<file path="src/rtl/maxpool_window_feeder.sv">
// Buffers FILTER_H rows of a row-major int8 stream and emits each
// non-overlapping FILTER_H x FILTER_W pooling window as one flattened word.
module maxpool_window_feeder #(
   parameter int IMG_W    = 28,
   parameter int IMG_H    = 28,
   parameter int FILTER_H = 2,
   parameter int FILTER_W = 2
) (
   input  logic              clk,
   input  logic              reset,
   input  logic              in_valid,
   output logic              in_ready,
   input  logic signed [7:0] in_data,
   output logic              win_valid,
   input  logic              win_ready,
   output logic signed [7:0] win_data [FILTER_H*FILTER_W],
   output logic              win_last
);

   localparam int OUT_W   = IMG_W / FILTER_W;
   localparam int OUT_H   = IMG_H / FILTER_H;
   localparam int VALID_W = OUT_W * FILTER_W;
   localparam int WIN_N   = FILTER_H * FILTER_W;
   localparam int LB_ROWS = (FILTER_H > 1) ? FILTER_H - 1 : 1;
   localparam int PART_N  = (FILTER_W > 1) ? FILTER_W - 1 : 1;
   localparam int CW      = $clog2(IMG_W + 1);
   localparam int RW      = $clog2(IMG_H + 1);
   localparam int CPW     = $clog2(FILTER_W + 1);
   localparam int RPW     = $clog2(FILTER_H + 1);
   localparam int WCW     = $clog2(OUT_W + 1);
   localparam int WRW     = $clog2(OUT_H + 1);

   if (IMG_W < FILTER_W || IMG_H < FILTER_H) begin : g_bad_cfg
      $error("maxpool_window_feeder: image smaller than pooling window");
   end

   logic [CW-1:0]  col;
   logic [RW-1:0]  row;
   logic [CPW-1:0] col_phase;
   logic [RPW-1:0] row_phase;
   logic [WCW-1:0] win_col;
   logic [WRW-1:0] win_row;

   logic signed [7:0] line_buf [LB_ROWS][VALID_W];
   logic signed [7:0] part_row [PART_N];
   logic signed [7:0] assembled [WIN_N];

   logic in_fire;
   logic win_fire;
   logic in_region;
   logic col_end;
   logic row_end;
   logic row_last_slot;
   logic col_last_slot;
   logic store_line;
   logic store_part;
   logic complete;
   logic final_win;

   // A full output register stalls the input even for pixels that would not
   // complete a window; this keeps the ready path to a single gate.
   assign in_ready  = !win_valid || win_ready;
   assign in_fire   = in_valid && in_ready;
   assign win_fire  = win_valid && win_ready;

   assign col_end       = (col == CW'(IMG_W - 1));
   assign row_end       = (row == RW'(IMG_H - 1));
   assign row_last_slot = (row_phase == RPW'(FILTER_H - 1));
   assign col_last_slot = (col_phase == CPW'(FILTER_W - 1));
   assign in_region     = (win_col < WCW'(OUT_W)) && (win_row < WRW'(OUT_H));

   assign store_line = in_fire && in_region && !row_last_slot;
   assign store_part = in_fire && in_region && row_last_slot && !col_last_slot;
   assign complete   = in_fire && in_region && row_last_slot && col_last_slot;
   assign final_win  = (win_row == WRW'(OUT_H - 1)) && (win_col == WCW'(OUT_W - 1));

   // Phase and window-index counters track col%FILTER_W, col/FILTER_W etc.
   // incrementally so no dividers are needed.
   always_ff @(posedge clk or posedge reset) begin
      if (reset) begin
         col       <= '0;
         row       <= '0;
         col_phase <= '0;
         row_phase <= '0;
         win_col   <= '0;
         win_row   <= '0;
      end else if (in_fire) begin
         if (col_end) begin
            col       <= '0;
            col_phase <= '0;
            win_col   <= '0;
            if (row_end) begin
               row       <= '0;
               row_phase <= '0;
               win_row   <= '0;
            end else begin
               row <= row + RW'(1);
               if (row_last_slot) begin
                  row_phase <= '0;
                  win_row   <= win_row + WRW'(1);
               end else begin
                  row_phase <= row_phase + RPW'(1);
               end
            end
         end else begin
            col <= col + CW'(1);
            if (col_last_slot) begin
               col_phase <= '0;
               win_col   <= win_col + WCW'(1);
            end else begin
               col_phase <= col_phase + CPW'(1);
            end
         end
      end
   end

   always_ff @(posedge clk) begin
      for (int r = 0; r < FILTER_H - 1; r++) begin
         for (int c = 0; c < VALID_W; c++) begin
            if (store_line && row_phase == RPW'(r) && col == CW'(c)) begin
               line_buf[r][c] <= in_data;
            end
         end
      end
      for (int c = 0; c < FILTER_W - 1; c++) begin
         if (store_part && col_phase == CPW'(c)) begin
            part_row[c] <= in_data;
         end
      end
   end

   // The completing pixel itself is the last element and is taken straight
   // from the input so the window loads on the same edge it is accepted.
   always_comb begin
      for (int i = 0; i < WIN_N; i++) begin
         assembled[i] = '0;
      end
      for (int r = 0; r < FILTER_H - 1; r++) begin
         for (int c = 0; c < FILTER_W; c++) begin
            for (int w = 0; w < OUT_W; w++) begin
               if (win_col == WCW'(w)) begin
                  assembled[r*FILTER_W + c] = line_buf[r][w*FILTER_W + c];
               end
            end
         end
      end
      for (int c = 0; c < FILTER_W - 1; c++) begin
         assembled[(FILTER_H-1)*FILTER_W + c] = part_row[c];
      end
      assembled[WIN_N-1] = in_data;
   end

   always_ff @(posedge clk or posedge reset) begin
      if (reset) begin
         win_valid <= 1'b0;
         win_last  <= 1'b0;
         for (int i = 0; i < WIN_N; i++) begin
            win_data[i] <= '0;
         end
      end else if (complete) begin
         win_valid <= 1'b1;
         win_last  <= final_win;
         win_data  <= assembled;
      end else if (win_fire) begin
         win_valid <= 1'b0;
         win_last  <= 1'b0;
      end
   end

   a_hold_stable: assert property (@(posedge clk) disable iff (reset)
      (win_valid && !win_ready) |=> (win_valid && $stable(win_last)));

endmodule
</file>
<file path="config.mk">
export PLATFORM = sky130hd
export DESIGN_NAME = maxpool_window_feeder
export DESIGN_NICKNAME = d
export VERILOG_FILES = /design/src/rtl/maxpool_window_feeder.sv
export SDC_FILE = /design/constraint.sdc
export NUM_CORES = 1
export LEC_CHECK = 0
export BUFFER_PORTS_ARGS = -buffer_cell sky130_fd_sc_hd__buf_2
export CAP_MARGIN = 25
export CORE_UTILIZATION = 49
export DETAILED_ROUTE_END_ITERATION = 8
export GPL_ROUTABILITY_DRIVEN = 0
export PLACE_DENSITY = 0.64
export SLEW_MARGIN = 20
export SYNTH_ARGS = -nofsm -noshare
export SYNTH_HDL_FRONTEND = slang
export SYNTH_SLANG_ARGS = --single-unit
</file>
<file path="constraint.sdc">
create_clock -name clk -period 7.9 [get_ports clk]
set_clock_uncertainty 0.1 [all_clocks]
set_input_delay 0.395 -clock clk [delete_from_list [all_inputs] [get_ports clk]]
set_output_delay 0.395 -clock clk [all_outputs]
set_load 0.1 [all_outputs]
</file>
==> flow_summary.ini <==
[setup_path]
cp_max_fo = 18
critPathCaptureType = flip-flop
required_ps = 7990
crit_chain = ha_1 > clkinv_1 > nor2_1 > ha_1 > o21ai_1 > and4_1 > nand3_2 > nor2_1
path_class = flip-flop to flip-flop
cp-start-kind = flip-flop
slowest_delay_ps = 670
crit_family = simple AND/OR/NAND/NOR gates
crit_path_top_delay_cell = nor2_1
cp.arrival_ps = 3720
path_buf_inv = 1

[floorplanning]
io_pins = 47
initial_core_util = 0.503
die_h_microns = 169
core_area_sq_um = 27100
dieArea_sq_um = 28500
die_w_microns = 169
rows = 60

[synthesis]
synth_cells = 1152
netlist_top_cells_area = edfxtp_1 (51%), dfrtp_1 (10%), and2_1 (6.7%)
ys_ff_latch = 288
synth_top_area_share = 0.511
yosysTopAreaCell = edfxtp_1
synth_area_sq_um = 13600
synth.yosys.warnings = 0
ys_seq_area_frac = 0.613
ys_types = 68
synthFlopType = edfxtp_1
synth_edf_count = 232
avgSynthCellArea_sq_um = 11.8
ys_async_sr_fraction = 0.194
syn_nets = 1176

[global_routing]
grt_pass1_wl_microns = 54200
gr-total-overflow = 0
grt_pass1_vias = 9138
antenna_found_initial = 0
track_usage = 0.253
grt_max_degree = 57

[power_and_ir_drop]
switchingPower_w = 0.00235
power_density_nw_per_um2 = 372
ir_worst_vdd_v = 0.000274
switching_share = 0.415
clockPowerShare = 0.278
power.leakage_nw = 5.51
power_frac_comb = 0.381
power_frac_seq = 0.341
intPower_w = 0.00332
finalPower_w = 0.00567

[routing]
drt_wl_total_microns = 35400
drt_pass1_iterations = 5
wl_per_cell_microns = 22.7
vias = 9293
drcViolationCount = 0
drtIter0Drc = 838
routed_via_density = 5.96
ant_nets = 0

[job]
cap_violations = 0

[timing]
hold_violations = 0
fmax_ghz = 0.275
grt_setup_unrepaired = false
worstMarginPinSlew_ps = 957
layout_min_cycle_time_ps = 3640
finalSetupViolations = 0
slew_violations = 0
relSlewSlack = 0.357
fin_crit_sh = 0.460
setup-tns-final_ps = 0

[cells_and_area]
nets = 1188
syn_to_final_growth_pct = 11.9
diodes = 0
final_cell_area_sq_um = 15300
fill_cells = 2244
drive_gt1_frac = 0.149

[placement]
hpwl_microns = 22800
port_buffers = 46
dpl-instance-area_sq_um = 14100

[clocking]
htreeDepth = 1
root_buffer = clkbuf_16
cts_tree = yes
clkLatencyLatePin_ps = 570
cts_buffers = 30
post-cts-setup-buffers = 0
cts.path.max_buffers = 3
clock_sinks = 288
clkTransAtPathRegs_ps = 60

[hold_path]
hold_path.class = input pin to flip-flop

[run_status]
status = finished clean
layout make-up:
class / count / area, sq um / area share
Tap cell: 372 / 465 / 0.0305
Multi-Input combinational cell: 744 / 4780 / 0.313
Clock buffer: 36 / 783 / 0.0513
Timing Repair Buffer: 70 / 420 / 0.0275
Clock inverter: 20 / 335 / 0.0220
Inverter: 30 / 113 / 0.00738
Sequential cell: 288 / 8370 / 0.548
power groups by stage:
| stage | registers [W] | logic [W] | clock network [W] |
|---|---|---|---|
| floorplan | 0.00250 | 0.00111 | 0 |
| finish | 0.00193 | 0.00216 | 0.00158 |
| global placement | 0.00196 | 0.00212 | 0 |
| CTS | 0.00193 | 0.00215 | 0.00160 |
| detailed placement | 0.00196 | 0.00214 | 0 |
| global route | 0.00195 | 0.00228 | 0.00166 |
cell usage in the layout, fill, tap and decap left out, types with 7 or more instances in the layout:
master       n
a211oi_2    10
a21oi_1     39
a221o_1     17
a221oi_1    16
a22oi_1     16
and2_1     146
and3_1      27
buf_2       46
buf_4       20
bufinv_16    8
clkbuf_16   30
dfrtp_1     56
edfxtp_1   232
ha_1        11
inv_1       26
nand2_1    126
nand2b_1     8
nand3_1     13
nand3b_1    15
nand4_1      7
nor2_1      91
nor3_1      12
o2111ai_1   15
o21ai_0     20
o221a_2     16
o221ai_1    15
o22ai_1     33
o2bb2ai_1   15
cells by family (layout without fill, tap and decap cells):
family,Yosys count,in the layout,share of synthesized area
and+or+nand+nor,488,488,0.198
DFF,288,288,0.613
AOI/OAI and AO/OA,244,244,0.141
buffers and inverters,120,156,0.0370
adders and majority gates,12,12,0.0110
cell usage after synthesis (all sizes together), types with 16 or more instances:
cell / n
a211oi: 16
a22oi: 16
o221a: 16
and2: 146
nor2: 93
and3: 27
nand3: 17
a221oi: 16
o21ai: 22
edfxtp: 232
a221o: 17
o22ai: 33
a21oi: 40
nor3: 20
clkbuf: 60
buf: 30
nand2: 127
inv: 29
dfrtp: 56
path summary, 6_finish.rpt:
| path | from | end | slack [ps] | cells after the start |
|---|---|---|---|---|
| max in group asynchronous | reset | win_data[11] | 6700 | 4 |
| min in group asynchronous | reset | win_data[3] | 500 | 4 |
| worst min register to register | part_row[0][3] | win_data[11] | 340 | 2 |
| worst min-delay path | win_ready | win_last | 30 | 4 |
| worst max register to register | col[0] | line_buf[0][154] | 4260 | 8 |
| worst max-delay path | col[0] | line_buf[0][154] | 4260 | 8 |
through the flow:
| step | setup WS, ps | utilization | hold WS (ps) | instances |
|---|---|---|---|---|
| finish | 4260 | 0.563 | 33.1 | 1560 |
| floorplan | 4770 | - | 315 | 1152 |
| CTS | 4340 | 0.562 | 16.3 | 1556 |
| detailed placement | 4370 | 0.520 | 328 | 1499 |
| global placement | 4500 | 0.520 | 323 | 1498 |
| global route | 4000 | 0.563 | 31.5 | 1560 |
state kept, by name, indices dropped and copies added (netlist names):
signal     cells
col            5
col_phase      2
line_buf     224
part_row       8
row            5
row_phase      2
win_col        4
win_data      32
win_last       1
win_row        4
win_valid      1
routing by layer:
metal  wire length, microns  share of wire  up-vias  track usage
met2                  16700           0.47      338        0.412
met5                      0              0        -            0
met1                  15500           0.44     4590        0.353
met3                   1980          0.056       73       0.0262
li1                       -              -     4292            -
met4                   1190          0.033        0       0.0945
worst register-to-register path, delay by kind of cell (launching register included):
kind,cells,cell delay (ps)
flip-flops,1,430
AO/OA/AOI/OAI,1,220
AND/OR/NAND/NOR,4,1510
buffers and inverters,1,320
adder cells (fa/ha/maj),2,690
what timing repair did:
item | 4_1_cts | 5_1_grt
hold buffers | 1 | 0
hold endpoints to repair | 56 | 0
resized for setup | 0 | 0
No activity file was read; power rests on OpenSTA's default activity.
